## config.mk

```make
export PLATFORM = sky130hd
export DESIGN_NAME = u_ifu_fetchctrl
export DESIGN_NICKNAME = d
export VERILOG_FILES = /design/src/rtl/u_ifu_fetchctrl.sv
export SDC_FILE = /design/constraint.sdc
export NUM_CORES = 1
export LEC_CHECK = 0
export ABC_AREA = 1
export CAP_MARGIN = 20
export CORE_MARGIN = 2
export CORE_UTILIZATION = 37
export CTS_BUF_LIST = sky130_fd_sc_hd__clkbuf_2 sky130_fd_sc_hd__clkbuf_4 sky130_fd_sc_hd__clkbuf_8
export CTS_CLUSTER_DIAMETER = 30
export DETAILED_ROUTE_END_ITERATION = 8
export GPL_TIMING_DRIVEN = 0
export PLACE_DENSITY = 0.85
export SLEW_MARGIN = 40
export SYNTH_ARGS = -nofsm -noshare
export SYNTH_HDL_FRONTEND = slang
export SYNTH_SLANG_ARGS = --single-unit
```

## constraint.sdc

```tcl
create_clock -name clk -period 1.6 [get_ports clk]
set_input_delay 0.24 -clock clk [delete_from_list [all_inputs] [get_ports clk]]
set_output_delay 0.24 -clock clk [all_outputs]
set_load 0.02 [all_outputs]
```

## src/rtl/u_ifu_fetchctrl.sv

```systemverilog
// IFU fetch controller: issues aligned pair requests to a 1-cycle imem and feeds the IDU double-fetch port.
// Optional feature macro IFU_FETCH_HOLD_BUF_EN adds a one-pair hold buffer for back-to-back issue.
`timescale 1ns/1ps
`ifndef PC_WIDTH
`define PC_WIDTH 32
`endif
`ifndef INST_WIDTH
`define INST_WIDTH 32
`endif

module u_ifu_fetchctrl #(
  parameter int unsigned PC_W   = `PC_WIDTH,
  parameter int unsigned INST_W = `INST_WIDTH
) (
  input  logic                clk,
  input  logic                rst_n,
  input  logic                sync_start_pulse,
  input  logic [PC_W-1:0]     boot_pc,
  input  logic                bru_flush,
  input  logic [PC_W-1:0]     bru_redirect_pc,
  input  logic                dispatcher_detect_exceptions_wfi,
  input  logic                idu_ifu_instBuffer_full,
  output logic                imem_req_vld,
  output logic [PC_W-1:0]     imem_req_addr,
  input  logic                imem_rsp_vld,
  input  logic [2*INST_W-1:0] imem_rsp_data,
  output logic                ifu_idu_fetch_vld,
  output logic [INST_W-1:0]   ifu_idu_inst_0,
  output logic [INST_W-1:0]   ifu_idu_inst_1,
  output logic [PC_W-1:0]     ifu_idu_pc_0,
  output logic [PC_W-1:0]     ifu_idu_pc_1,
  output logic                ifu_idu_unalign_pc_0,
  output logic                ifu_idu_unalign_pc_1,
  output logic [1:0]          ifu_fetch_state
);

  localparam int unsigned PAIR_W = 2 * INST_W;

  typedef enum logic [1:0] {
    ST_IDLE = 2'd0,
    ST_RUN  = 2'd1,
    ST_HALT = 2'd2
  } state_e;

  state_e            state_q, state_d;
  logic [PC_W-1:0]   fetch_pc_q, fetch_pc_d;
  logic [PC_W-1:0]   inflight_pc_q, inflight_pc_d;
  logic              inflight_vld_q, inflight_vld_d;

  logic              full;
  logic              run_ok;
  logic              rsp_pending;
  logic              issue;
  logic              fetch_vld_c;
  logic [PC_W-1:0]   out_pc_c;
  logic [PC_W-1:0]   out_pc1_c;
  logic [PAIR_W-1:0] out_data_c;

  assign full        = idu_ifu_instBuffer_full;
  // Any event cycle blocks both issue and delivery while the buffer resets its pointers.
  assign run_ok      = (state_q == ST_RUN) && !sync_start_pulse &&
                       !dispatcher_detect_exceptions_wfi && !bru_flush;
  assign rsp_pending = inflight_vld_q && imem_rsp_vld;

`ifdef IFU_FETCH_HOLD_BUF_EN
  logic              hold_vld_q;
  logic [PAIR_W-1:0] hold_data_q;
  logic [PC_W-1:0]   hold_pc_q;
  logic              deliver_hold;
  logic              deliver_live;
  logic              hold_load;

  assign issue        = run_ok && !(hold_vld_q && full) && !(rsp_pending && full);
  assign deliver_hold = run_ok && hold_vld_q && !full;
  assign deliver_live = run_ok && rsp_pending && !full && !hold_vld_q;
  assign hold_load    = run_ok && rsp_pending && (full || hold_vld_q);
  assign fetch_vld_c  = deliver_hold || deliver_live;
  assign out_pc_c     = hold_vld_q ? hold_pc_q : inflight_pc_q;
  assign out_data_c   = hold_vld_q ? hold_data_q : imem_rsp_data;

  // Hold buffer: parks a returned pair while the instruction buffer is full.
  always_ff @(posedge clk or negedge rst_n) begin
    if (!rst_n) begin
      hold_vld_q  <= 1'b0;
      hold_data_q <= '0;
      hold_pc_q   <= '0;
    end else if (!run_ok) begin
      hold_vld_q  <= 1'b0;
    end else if (hold_load) begin
      hold_vld_q  <= 1'b1;
      hold_data_q <= imem_rsp_data;
      hold_pc_q   <= inflight_pc_q;
    end else if (deliver_hold) begin
      hold_vld_q  <= 1'b0;
    end
  end
`else
  // Single outstanding request; the buffer slots were reserved when it issued.
  assign issue       = run_ok && !inflight_vld_q && !full;
  assign fetch_vld_c = run_ok && rsp_pending;
  assign out_pc_c    = inflight_pc_q;
  assign out_data_c  = imem_rsp_data;
`endif

  always_ff @(posedge clk or negedge rst_n) begin
    if (!rst_n) begin
      state_q        <= ST_IDLE;
      fetch_pc_q     <= '0;
      inflight_pc_q  <= '0;
      inflight_vld_q <= 1'b0;
    end else begin
      state_q        <= state_d;
      fetch_pc_q     <= fetch_pc_d;
      inflight_pc_q  <= inflight_pc_d;
      inflight_vld_q <= inflight_vld_d;
    end
  end

  // Next state and fetch PC, in event priority order.
  always_comb begin
    state_d        = state_q;
    fetch_pc_d     = fetch_pc_q;
    inflight_pc_d  = inflight_pc_q;
    inflight_vld_d = issue;
    if (sync_start_pulse) begin
      state_d    = ST_RUN;
      fetch_pc_d = boot_pc;
    end else if (state_q == ST_RUN) begin
      if (dispatcher_detect_exceptions_wfi) begin
        state_d = ST_HALT;
      end else if (bru_flush) begin
        fetch_pc_d = bru_redirect_pc;
      end else if (issue) begin
        fetch_pc_d    = fetch_pc_q + PC_W'(8);
        inflight_pc_d = fetch_pc_q;
      end
    end
  end

  assign out_pc1_c = out_pc_c + PC_W'(4);

  assign imem_req_vld         = issue;
  assign imem_req_addr        = issue ? {fetch_pc_q[PC_W-1:2], 2'b00} : '0;
  assign ifu_idu_fetch_vld    = fetch_vld_c;
  assign ifu_idu_inst_0       = fetch_vld_c ? out_data_c[INST_W-1:0] : '0;
  assign ifu_idu_inst_1       = fetch_vld_c ? out_data_c[PAIR_W-1:INST_W] : '0;
  assign ifu_idu_pc_0         = fetch_vld_c ? out_pc_c : '0;
  assign ifu_idu_pc_1         = fetch_vld_c ? out_pc1_c : '0;
  assign ifu_idu_unalign_pc_0 = fetch_vld_c && (|out_pc_c[1:0]);
  assign ifu_idu_unalign_pc_1 = fetch_vld_c && (|out_pc1_c[1:0]);
  assign ifu_fetch_state      = state_q;

endmodule
```

== Yosys cells after proc, flatten, opt, wreduce, memory -nomap -nowiden ==
Index checks and enable logic that the tools add are counted.

* Memory bits (writable): 0
* Memory bits (read-only): 0
* Bits in registers: 67
* Bits in latches: 0
* Input bits: 135
* Memories: 0
* Output and inout port bits: 166
* Logic and storage cells: 46

* Bitwise gates (word level): 3
* Divide/modulo/power cells: 0
* $lt $le $gt $ge: 0
* Multiplexer cells: 13
* Reduce and logical (&&, ||, !) cells: 22
* Add/sub/neg operators: 2
* Multipliers: 0
* Shift operators: 0
* Equal/unequal tests: 2

{| class="wikitable"
|+ Operators by type and width
! cell !! count
|-
| 2-to-1 mux 32 bit || 10
|-
| adder 32 x 3 -> 32 bit (second input constant) || 1
|-
| adder 32 x 4 -> 32 bit (second input constant) || 1
|-
| logical AND 1 bit || 9
|-
| 2-to-1 mux 2 bit || 3
|-
| zero test 1 bit || 5
|-
| AND reduction 5 bit || 1
|-
| nonzero test 2 bit || 2
|-
| OR reduction 2 bit || 2
|-
| NOT 1 bit || 3
|-
| AND reduction 3 bit || 1
|-
| nonzero test 3 bit || 1
|-
| equality test 2 x 1 -> 1 bit (second input constant) || 1
|-
| != test 2 bit (second input constant) || 1
|-
| AND reduction 2 bit || 1
|}

== Depth between registers and ports, before layout ==
* Word-level depth: 11
* Depth in mapped cells: 10
* Mapped depth without buffers: 10

== Least setup slack after synthesis ==
Ideal clock, no wire load.

* Path kind: register to output
* From: register state_q[1] (netlist: ifu_fetch_state[1])
* To: output port ifu_idu_pc_1[0]
* Data arrival time: 1.777 ns
* Buffers on the path: 3
* Setup slack: -0.417 ns
* Required time: 1.360 ns
* Cell stages (with the launch flop): 9
* Path through: dfrtp_1 inv_2 nand2_1 nor2_4 nand4_2 buf_2 buf_2 nor2_1 buf_4

* Cells in the longest elaborated chain, start to end: 6

{| class="wikitable"
|+ RTL lines
! element !! line !! text
|-
| start: declaration || 45 || <nowiki>state_e state_q, state_d;</nowiki>
|-
| start signal: assignment || 112 || <nowiki>state_q <= state_d;</nowiki>
|-
| equality test 2 x 1 -> 1 bit || 61 || <nowiki>assign run_ok = (state_q == ST_RUN) && !sync_start_pulse &&</nowiki>
|-
| logical AND 1 bit (2 in a row) || 61 ||
|-
| logical AND 1 bit || 62 || <nowiki>!dispatcher_detect_exceptions_wfi && !bru_flush;</nowiki>
|-
| logical AND 1 bit || 100 || <nowiki>assign fetch_vld_c = run_ok && rsp_pending;</nowiki>
|-
| 2-to-1 mux 32 bit || 148 || <nowiki>assign ifu_idu_pc_1 = fetch_vld_c ? out_pc1_c : '0;</nowiki>
|-
| end: declaration || 31 || <nowiki>output logic [PC_W-1:0] ifu_idu_pc_1,</nowiki>
|}

Every way passes these cells.

== Worst setup path after layout ==
* From: register inflight_pc_q[8]
* To: output port ifu_idu_pc_1[30]

* Cells in the longest elaborated chain, start to end: 2

{| class="wikitable"
|+ RTL lines
! element !! line !! text
|-
| start: declaration || 47 || <nowiki>logic [PC_W-1:0] inflight_pc_q, inflight_pc_d;</nowiki>
|-
| start signal: assignment || 114 || <nowiki>inflight_pc_q <= inflight_pc_d;</nowiki>
|-
| adder 32 x 3 -> 32 bit || 140 || <nowiki>assign out_pc1_c = out_pc_c + PC_W'(4);</nowiki>
|-
| 2-to-1 mux 32 bit || 148 ||
|}

Every way passes these cells.

==> results.sh <==
export IMPL_crit_path_max_fanout=5
export IMPL_dpl_cell_area_um2=9230
export IMPL_synthCells=899
export IMPL_ant_nets=0
export IMPL_finish_cell_count_without_fillers=1498
export IMPL_post_synth_instance_area_um2=5510
export IMPL_crit_arrival_ns=2.08
export IMPL_tritoncts_num_buffers=9
export IMPL_die_area_um2=15900
export IMPL_layout_drive_gt1_share=0.430
export IMPL_cpMostUsedCell="sky130_fd_sc_hd__nor2_4"
export IMPL_area_used_by_multi_input_combinational_logic_um2=4450
export IMPL_synth_edf_count=0
export IMPL_layout_min_cycle_time_ns=2.32
export IMPL_die_width_um=126
export IMPL_share_seq_of_total_power=0.357
export IMPL_dominantRegCellSynth="sky130_fd_sc_hd__dfrtp_1"
export IMPL_asyncSetResetFlopFracSynth=1.00
export IMPL_crit_buf_inv=2
export IMPL_dp_cells=1381
export IMPL_die_y_extent_um=126
export IMPL_share_comb_of_total_power=0.446
export IMPL_ys_warnings_count=0
export IMPL_master_cell_of_the_clock_root_buffer="sky130_fd_sc_hd__clkbuf_8"
export IMPL_rows=44
export IMPL_floorplan_io_pins=301
export IMPL_drt_pre_antenna_iters=5
export IMPL_fin_ws_ns=-0.715
export IMPL_flow_area_growth_from_synthesis_pct=112
export IMPL_finalWirelength_um=30600
export IMPL_setup_viol=217
export IMPL_failed_checks="negative setup slack"
export IMPL_clk_transition_reported_paths_ns=0.08
export IMPL_nNetsFinal=1445
export IMPL_worstPathRequired_ns=1.36
export IMPL_timing_worst_setup_path_type="reg -> out"
export IMPL_status="complete, but fails checks"
export IMPL_worst_slew_pin_slew_ns=0.513
export IMPL_p_clk_frac=0.198
export IMPL_gpl_final_weighted_congestion=0.945
export IMPL_globalRoute_totalOverflow=0
export IMPL_cts_max_level=3
export IMPL_irDropWorstVdd_mv=0.357
export IMPL_r2r_setup_slack_ns=-0.34
export IMPL_synth_area_per_cell_um2=6.12
export IMPL_core_area_um2=14500
export IMPL_grt_setup_unrepaired="true"
export IMPL_detail_route_drc_violations=0
export IMPL_critical_path_slowest_cell="sky130_fd_sc_hd__dfrtp_1"
export IMPL_crit_path_end_kind="primary output"
export IMPL_startpoint_type="flop"
export IMPL_internal_power_mw=4.13
export IMPL_grt_usage=0.312
export IMPL_first_global_vias=6990
export IMPL_switching_share=0.438
export IMPL_holdCritPathClass="in -> async"
export IMPL_max_freq_mhz=432
export IMPL_static_leakage_power_nw=5.41
export IMPL_finalHoldViolCount=0
export IMPL_largest_net_degree_at_the_start_of_global_routing=47
export IMPL_drt_wirelength_per_cell_um=20.4
export IMPL_tritoncts="yes"
export IMPL_design_area_um2=11600
export IMPL_final_min_period_over_clock_period=1.45
export IMPL_clock_sink_count=67
export IMPL_area_sequential_um2=1690
export IMPL_synth_ff_latch_count=67
export IMPL_vias_per_cell=5.41
export IMPL_first_pass_grt_wire_length_um=38600
export IMPL_timing_critical_path_max_delay_family="simple AND/OR/NAND/NOR gates"
export IMPL_dr_total_vias=8104
export IMPL_max_clock_path_buffers=2
export IMPL_worst_slew_margin_rel=0.658
export IMPL_critical_path_cell_chain="nand2_2, nor2_4, buf_4, nand2_4, nor2_8, nand3_4, nor2_4, nand3_2, nand2_2, nor2_4, buf_6"
export IMPL_ys_types=41
export IMPL_timing_reg2reg_worst_path_depth=11
export IMPL_worstSkewPairLatency_ns=0.37
export IMPL_initial_core_util=0.379
export IMPL_layout_filler_cells=845
export IMPL_hpwl_dp_um=20600
export IMPL_yosysSeqAreaShare=0.305
export IMPL_power_net_switching_mw=3.22
export IMPL_r2r_end="fetch_pc_q[15]"
export IMPL_detail_route_iter0_violations=744
export IMPL_cp_slowest_stage_delay_ns=0.41
export IMPL_worstReg2RegStart="ifu_fetch_state[1]"
export IMPL_power_density_nw_per_um2=631
export IMPL_fin_skew_ns=0.0106
export IMPL_power_mw=7.34
export IMPL_port_buffers=296
export IMPL_maxSlewViolCount=0
export IMPL_timing_setup_tns_ns=-104.68
export IMPL_max_cap_viol_count=0
export IMPL_grt_antenna_before_repair=1
## how the worst max path moves through the flow
stage                                                 from            endpoint  cells past startpoint
final                                     inflight_pc_q[8]    ifu_idu_pc_1[30]                     11
after global routing                      inflight_pc_q[8]    ifu_idu_pc_1[30]                     11
after CTS                                 inflight_pc_q[3]    ifu_idu_pc_1[28]                     10
after detailed placement  dispatcher_detect_exceptions_wfi     ifu_idu_pc_0[9]                      7
after global placement                               rst_n  ifu_fetch_state[1]                      1
after floorplan                           inflight_pc_q[2]    ifu_idu_pc_1[30]                      9
## layout by cell type (no fill, tap or decap), types with 6 or more instances in the layout
cell type,Yosys,layout
sky130_fd_sc_hd__a21oi_1,38,13
sky130_fd_sc_hd__a21oi_2,1,18
sky130_fd_sc_hd__a21oi_4,0,8
sky130_fd_sc_hd__buf_12,0,18
sky130_fd_sc_hd__buf_2,25,12
sky130_fd_sc_hd__buf_4,8,103
sky130_fd_sc_hd__buf_6,1,123
sky130_fd_sc_hd__buf_8,0,6
sky130_fd_sc_hd__clkbuf_16,0,11
sky130_fd_sc_hd__clkbuf_2,0,23
sky130_fd_sc_hd__clkbuf_8,0,9
sky130_fd_sc_hd__clkdlybuf4s50_1,0,131
sky130_fd_sc_hd__dfrtp_1,67,60
sky130_fd_sc_hd__dfrtp_2,0,7
sky130_fd_sc_hd__inv_1,156,152
sky130_fd_sc_hd__nand2_1,175,158
sky130_fd_sc_hd__nand2_2,2,12
sky130_fd_sc_hd__nand2_4,2,9
sky130_fd_sc_hd__nand3_1,75,68
sky130_fd_sc_hd__nand3_4,2,6
sky130_fd_sc_hd__nor2_1,205,73
sky130_fd_sc_hd__nor2_2,5,24
sky130_fd_sc_hd__nor2_4,6,119
sky130_fd_sc_hd__nor3_1,16,11
sky130_fd_sc_hd__nor3_4,1,6
sky130_fd_sc_hd__o21ai_0,33,15
sky130_fd_sc_hd__o21ai_1,3,10
sky130_fd_sc_hd__o21ai_2,0,7
sky130_fd_sc_hd__o21bai_1,27,26
## routing by layer
layer | track usage | wire length [µm] | up-vias
met2 | 0.560 | 15400 | 517
li1 | - | - | 3608
met1 | 0.392 | 11100 | 3847
met3 | 0.0370 | 2560 | 132
met4 | 0.0911 | 1640 | 0
met5 | 0 | 0 | -
## cell type report
type / instances / area share
multi-input cells: 632 / 0.382
repair buffers: 397 / 0.340
flip-flops and latches: 67 / 0.145
inverters: 159 / 0.0530
plain buffers: 42 / 0.0434
well taps: 184 / 0.0198
clock buffers: 9 / 0.0106
clock inverters: 7 / 0.00591
diodes: 1 / 0.000215
## metrics by stage
step | setup slack (ns) | utilization | hold slack, ns
final | -0.715 | 0.801 | 0.286
after floorplan | -0.238 | - | -0.0556
after CTS | -0.725 | 0.662 | 0.289
after global routing | -0.800 | 0.801 | 0.298
after global placement | -2.25 | 0.633 | 0.467
after detailed placement | -1.23 | 0.635 | 0.103
## power by group through the flow
stage          combinational, mW  sequential [mW]  clock (mW)
2_1_floorplan               1.41             2.48           0
3_3_place_gp                2.11             2.57           0
3_5_place_dp                2.17             2.60           0
4_1_cts                     2.44             2.54        1.44
5_1_grt                     3.50             2.66        1.52
6_report                    3.27             2.62        1.45
## cells in the mapped netlist (6+ instances only)
cell type,number,area share
sky130_fd_sc_hd__nand2_1,175,0.12
sky130_fd_sc_hd__a31oi_1,7,0.0080
sky130_fd_sc_hd__nor2_1,205,0.14
sky130_fd_sc_hd__nor3_1,16,0.015
sky130_fd_sc_hd__dfrtp_1,67,0.30
sky130_fd_sc_hd__buf_2,25,0.023
sky130_fd_sc_hd__nand3_1,75,0.068
sky130_fd_sc_hd__o21ai_0,33,0.030
sky130_fd_sc_hd__a21oi_1,38,0.035
sky130_fd_sc_hd__buf_4,8,0.011
sky130_fd_sc_hd__inv_1,156,0.11
sky130_fd_sc_hd__nor2_4,6,0.012
sky130_fd_sc_hd__o21bai_1,27,0.037
## repair_timing
action,in CTS,in global routing
hold buffers,1,0
buffers inserted,28,59
resized for setup,625,609
gates cloned,0,13
pin swaps,18,45
hold endpoints to repair,21,0
endpoints found under the setup margin,206,213
## state kept, by name, indices dropped and copies added (netlist names)
register and cells:
fetch_pc_q 32, ifu_fetch_state 2, inflight_pc_q 32, inflight_vld_q 1
## kinds of logic (layout without fill, tap and decap cells)
family          count (synthesis)  in the layout  share of synthesized area
simple gates                  505            505                      0.403
other cells                     1              3                   0.000681
compound gates                119            119                      0.131
fa+ha+maj                       2              2                    0.00454
xor+xnor                        4              4                    0.00636
flops                          67             67                      0.305
buf+inv                       201            614                      0.150
Power figures use the tool's default switching activity.
